## src/rtl/wb_regfile.sv

```systemverilog
// 32x32 write-back register file: async active-low reset, combinational reads, r0 hardwired to 0.
// Define WB_REGFILE_BYPASS_EN to forward the pending write-back value to a matching read port.
module wb_regfile (
    input  logic        clk_i,
    input  logic        rst_i,
    input  logic [1:0]  WB_i,
    input  logic [31:0] ReadMem_i,
    input  logic [31:0] ALUresult_i,
    input  logic [4:0]  RegRD_i,
    input  logic [4:0]  RSaddr_i,
    input  logic [4:0]  RTaddr_i,
    output logic [31:0] RSdata_o,
    output logic [31:0] RTdata_o,
    output logic [31:0] WBdata_o,
    output logic        WBen_o
);

    logic [31:0] regs_q [32];
    logic [31:0] wb_data;
    logic        wb_en;

    assign wb_data  = WB_i[0] ? ReadMem_i : ALUresult_i;
    assign wb_en    = WB_i[1] & (RegRD_i != 5'd0);
    assign WBdata_o = wb_data;
    assign WBen_o   = wb_en;

    // Entry 0 is only ever cleared; wb_en already excludes index 0.
    always_ff @(posedge clk_i or negedge rst_i) begin
        if (!rst_i) begin
            for (int i = 0; i < 32; i++) begin
                regs_q[i] <= 32'd0;
            end
        end else if (wb_en) begin
            regs_q[RegRD_i] <= wb_data;
        end
    end

    always_comb begin
        RSdata_o = (RSaddr_i == 5'd0) ? 32'd0 : regs_q[RSaddr_i];
        RTdata_o = (RTaddr_i == 5'd0) ? 32'd0 : regs_q[RTaddr_i];
`ifdef WB_REGFILE_BYPASS_EN
        // Bypass is held off during reset so reads stay zero while rst_i is low.
        if (rst_i && wb_en && (RSaddr_i == RegRD_i)) begin
            RSdata_o = wb_data;
        end
        if (rst_i && wb_en && (RTaddr_i == RegRD_i)) begin
            RTdata_o = wb_data;
        end
`endif
    end

endmodule

```

## config.mk

```make
export PLATFORM = sky130hd
export DESIGN_NAME = wb_regfile
export DESIGN_NICKNAME = d
export VERILOG_FILES = /design/src/rtl/wb_regfile.sv
export SDC_FILE = /design/constraint.sdc
export NUM_CORES = 2
export LEC_CHECK = 0
export ABC_AREA = 1
export CORE_MARGIN = 1
export CORE_UTILIZATION = 25
export DETAILED_ROUTE_END_ITERATION = 10
export PLACE_DENSITY = 0.49
export SLEW_MARGIN = 20
export SYNTH_ARGS = -nofsm -noshare
export SYNTH_HDL_FRONTEND = slang
export SYNTH_SLANG_ARGS = --single-unit
```

## constraint.sdc

```tcl
create_clock -name clk_i -period 5.78 [get_ports clk_i]
set_input_delay 1.156 -clock clk_i [delete_from_list [all_inputs] [get_ports clk_i]]
set_output_delay 1.156 -clock clk_i [all_outputs]
set_load 0.02 [all_outputs]
```

* After elaboration in Yosys (flattened, before gate mapping)
Index checks and enable logic that the tools add are counted.
** Word-level totals
- Register bits after elaboration :: 1024
- Latch bits :: 0
- RAM bits :: 0
- ROM bits :: 0
- Input bits :: 83
- Word-level logic and storage cells :: 56
- Memories kept :: 0
** Cells by class
- Add/sub/neg operators :: 0
- $mul :: 0
- Divide/modulo/power cells :: 0
- Order comparisons :: 4
- Eq/ne operators :: 0
- Shift-type cells :: 0
- Mux-type cells :: 12
- Bitwise gates (word level) :: 4
- Reduce and logical (&&, ||, !) cells :: 4
** Operator list (count)
- 1024-bit bitwise mux :: 1
- 32-bit binary-select mux with 5-bit select :: 2
- 32-bit 2-to-1 mux :: 8
- 32-bit demux with 5-bit select :: 1
- 6-bit greater-or-equal comparator, second input constant :: 3
- 5-bit NOT with 6-bit output :: 3
- 5-bit zero test :: 2
- 6-bit by 1-bit less-than comparator with 1-bit output, second input constant :: 1
- 5-bit nonzero test :: 1
- 1-bit AND :: 1
- 1-bit logical AND :: 1

* Depth between registers and ports, before layout
- Depth after elaboration :: 6
- Depth in mapped cells :: 13
- Mapped depth without buffers :: 9

* Worst setup path before layout
No wires, ideal clock.
- Path type :: in2out
- From :: in RSaddr_i[0]
- To :: out RSdata_o[22]
- Arrival :: 2603 ps
- Path slack :: 2021 ps
- Cell stages on the path :: 12
- Path buffers :: 3
- Path through :: buf_2 inv_1 clkbuf_1 clkbuf_1 nand2_1 nand3_1 nand3_1 nand2_1 nand2_1 nand3_1 nand2_1 nor2_1
** Between the ends
- Word-level cells in the longest chain between the ends :: 5
- Elaborated cells between the ends (all ways) :: 6
- Those cells by class :: 4 x mux; 1 x bitwise; 1 x reduce/logical
** RTL lines
- start, declared :: line 10 : input logic [4:0] RSaddr_i,
- 5-bit NOT with 6-bit output (not written as such) :: line 39 : RSdata_o = (RSaddr_i == 5'd0) ? 32'd0 : regs_q[RSaddr_i];
- 32-bit binary-select mux with 5-bit select :: line 39
- 32-bit 2-to-1 mux (not written as such) (2 in a row) :: line 39
- 32-bit 2-to-1 mux * :: line 39
- end, declared :: line 12 : output logic [31:0] RSdata_o,
Every way passes the cells marked *; elsewhere a longest branch is shown, timed or not. The select of a mux whose other input is x is not followed.

* Worst setup path after layout
- From :: in RTaddr_i[1]
- To :: out RTdata_o[27]
** Between the ends
- Word-level cells in the longest chain between the ends :: 5
- Elaborated cells between the ends (all ways) :: 6
- Those cells by class :: 4 x mux; 1 x bitwise; 1 x reduce/logical
** RTL lines
- start, declared :: line 11 : input logic [4:0] RTaddr_i,
- 5-bit NOT with 6-bit output (not written as such) :: line 40 : RTdata_o = (RTaddr_i == 5'd0) ? 32'd0 : regs_q[RTaddr_i];
- 32-bit binary-select mux with 5-bit select :: line 40
- 32-bit 2-to-1 mux (not written as such) (2 in a row) :: line 40
- 32-bit 2-to-1 mux * :: line 40
- end, declared :: line 13 : output logic [31:0] RTdata_o,
Marked as above.

==> results.txt <==
The standby leakage power is 30.08 nW. Setup violations remaining at the end of the flow were counted as 0. At the worst endpoint, the required time is 4.62 ns. Cell area power density: 354.6 mW/mm². For the worst setup path, the data arrival time is 4.27 ns. The mean instance size in the synthesized netlist works out to 6.766 µm². The total design power is 23.41 mW.

By startpoint and endpoint, the worst setup path is classified as in -> out. The total negative slack for setup checks came out at 0 ns. In the finished design, the share of the clock period the worst path needs comes to 93.81%. Count of unresolved DRC violations after routing: 0. The kind of launch point of the worst setup path was an input port.

The largest registers in the layout are regs_q: 1024 flops. The run finished with clean final reports. In this run the horizontal extent of the chip is 480.1 µm.

The core region is 0.2273 mm². Between clock sinks in the finished design, the worst skew comes to 0 ns. The tools report the power share of the combinational group as 22.6%. In this run the cell area measured after placement is 0.06192 mm². The post-synthesis register bit count came out at 1024.

The first global-routing pass estimated 371400 µm of wire. Once the floorplan was initialized, standard cells occupied 25.14% of the core. The count of nets left with antenna violations once routing finished came out at 0. The tools report the net switching power as 7.892 mW.

Buffers inserted to repair hold after CTS numbered 0. Subtracting the final worst setup slack from the clock period gives 5.422 ns. The cell area that synthesis handed to floorplanning was 0.05714 mm².

Total routed wirelength: 250800 µm. The wire-length estimate of the detail-placed layout is 141600 µm. The tools report the clock sink count as 1024. TritonCTS built the clock tree. Entering global routing, the biggest net connects 142 pins. For the number of max-slew violations in the final report, the log shows 0. In the final routed layout, each cell accounts on average for 22.25 µm. Net switching is 33.72% of the power. In this run the top signal layer used is met4. The post-cts resize count was 0; the number of antenna violations at the first check in global routing was 2.

The tools report the number of global-route vias before repair as 54558. The clock network accounts for 34.4% of the total power. The maximum buffer depth of the clock tree came out at 3. The run gives 0.2434 mV as the largest voltage drop on the vdd net. The level count of the clock H-tree is 3. The area overhead of the layout relative to synthesis came out at 15.51%. The run gives 19 as the post-synthesis cell type count. The area of the die was 0.2305 mm²; the total count of hold-check failures in the final report was 0.

The tools report the post-route standard cell area excluding fillers as 0.06601 mm². For this run, the top clock speed supported by timing is 0.1844 GHz. The congestion estimate from routability-driven global placement came to 0.8339. Setup repair after global routing left no endpoint under its margin. For the number of violations reported at the end of detailed-routing iteration 0, the log shows 6377. After the last flow step, the layout net total stands at 8253. The logs give 8446 for the number of cells produced by synthesis and 0 for the post-CTS setup repair buffer count. Critical path endpoint category: an output pin. Cells with a size suffix above 1 make up 5.736% of the layout. The buffer cell driving the clock tree root was clkbuf_16. The count of buffers inserted at the top-level ports was 179; the fraction of the yosys area taken by sequential cells was 44.84%. The run gives 16890 µm as the sum of met3 wire segment lengths after detailed routing. At the later pin of the worst-skew pair, clock insertion delay measures 0.79 ns. In this run the tightest slew margin relative to its limit is 20.97%. Pin placement for this block handled 180 I/O pins.

Length of the first detailed-routing pass in iterations: 6. Buffers inserted during clock tree synthesis total 116. Sequential cells burn 43.0% of the power. The via density per instance came out at 5.110. In the layout the commonest cells are 2947 x nand2_1, 1376 x nand3_1, 1024 x dfrtp_1, 980 x nor2_1, 813 x a21oi_1. The overall die height came out at 480.1 µm. When the netlist entered floorplanning its net count stood at 8529.

The global-route congestion overflow total was 0; the count of yosys warnings during synthesis was 0. Once layout is complete, the utilization of the core stands at 29.04%. Hold is met by 0.3809 ns. The global router's overall resource usage is 21.34%. The tools report the standard-cell row count as 175. The tightest min-delay check is of the in -> async type. The overall via count from detail_route is 57609. The met2 layer wire length in the routed design was 114600 µm; the flip-flop count of the largest register after layout was 1024. The most frequent standard cell in the layout excluding fill and tap cells is nand2_1. The detailed-routing wirelength on met1 was 107300 µm.

The top register by number of flip-flops was regs_q. The run gives 0 as the number of maximum-capacitance constraint violations. At the pin with the least slew margin, the transition time is 1.185 ns. Internal power comes to 15.52 mW. Maximum net fanout on the critical path: 53. After clock tree synthesis, the clock-pin slew on the worst setup and hold paths is 0.06 ns.
Yosys cell counts:
cell type / instances / area (µm²)
nand2_1: 2950 / 11070
nand3_1: 1379 / 6902
dfrtp_1: 1024 / 25620
nor2_1: 994 / 3731
a21oi_1: 813 / 4069
clkbuf_1: 475 / 1783
o21ai_0: 316 / 1582
buf_2: 206 / 1031
inv_1: 120 / 450.4
buf_1: 66 / 247.7
o211ai_1: 55 / 412.9
clkinv_1: 20 / 75.07
nor2_2: 12 / 75.07
nor3_1: 6 / 30.03
inv_2: 5 / 18.77
buf_4: 2 / 15.01
nand3_2: 1 / 10.01
nand4_1: 1 / 6.260
o31ai_1: 1 / 7.510
kinds of logic after synthesis:
group / after synthesis / synth area share [%]
and+or+nand+nor: 5343 / 38.20
buffers and inverters: 894 / 6.337
DFF: 1024 / 44.84
AOI/OAI and AO/OA: 1185 / 10.62
metal layers:
metal / GRT usage (%) / up-vias
met1: 28.35 / 27779
met2: 34.45 / 2504
met5: 0 / -
met3: 2.511 / 535
met4: 10.03 / 0
li1: - / 26791
path summary, 6_finish.rpt:
check	start	endpoint	slack, ns	cells past startpoint
min reg2reg	regs_q[1022]$_DFFE_PN0P_	regs_q[1022]$_DFFE_PN0P_	0.40	0
max in group asynchronous	rst_i	regs_q[955]$_DFFE_PN0P_	4.08	2
min in group clk_i	regs_q[1022]$_DFFE_PN0P_	regs_q[1022]$_DFFE_PN0P_	0.40	0
max reg2reg	regs_q[667]$_DFFE_PN0P_	regs_q[667]$_DFFE_PN0P_	5.01	2
min	rst_i	regs_q[936]$_DFFE_PN0P_	0.38	1
max	RTaddr_i[1]	RTdata_o[27]	0.36	7
layout make-up:
cell class / instances / area, µm²
fillers: 24706 / 161300
clock buffers: 159 / 3336
inverters: 145 / 589.3
multi-input cells: 6528 / 28100
diodes: 1 / 2.502
flip-flops and latches: 1024 / 25620
well taps: 3009 / 3765
repair buffers: 355 / 3836
clock inverters: 52 / 752.0
power groups by stage:
stage	combinational [mW]	clock, mW	sequential, mW
floorplan	3.68	0	9.81
global placement	5.18	0	10.1
detailed placement	5.27	0	10.1
CTS	5.28	8.22	10.0
global route	6.00	8.47	10.3
finish	5.28	8.05	10.1
critical path, cell delays in order:
cell and delay (ns):
buf_8 0.18, nor3_1 0.84, nand3_2 0.71, buf_4 0.44
nand2_1 0.18, nor2_1 0.09, clkdlybuf4s50_1 0.58
stage by stage:
stage / setup slack (ns) / cells
finish: 0.3580 / 11273
floorplan: 2.021 / 8446
CTS: 0.4937 / 11272
detailed placement: 0.4945 / 11061
global route: 0.4696 / 11272
global placement: 0.4713 / 11061
(Power assumes the default switching activity.)
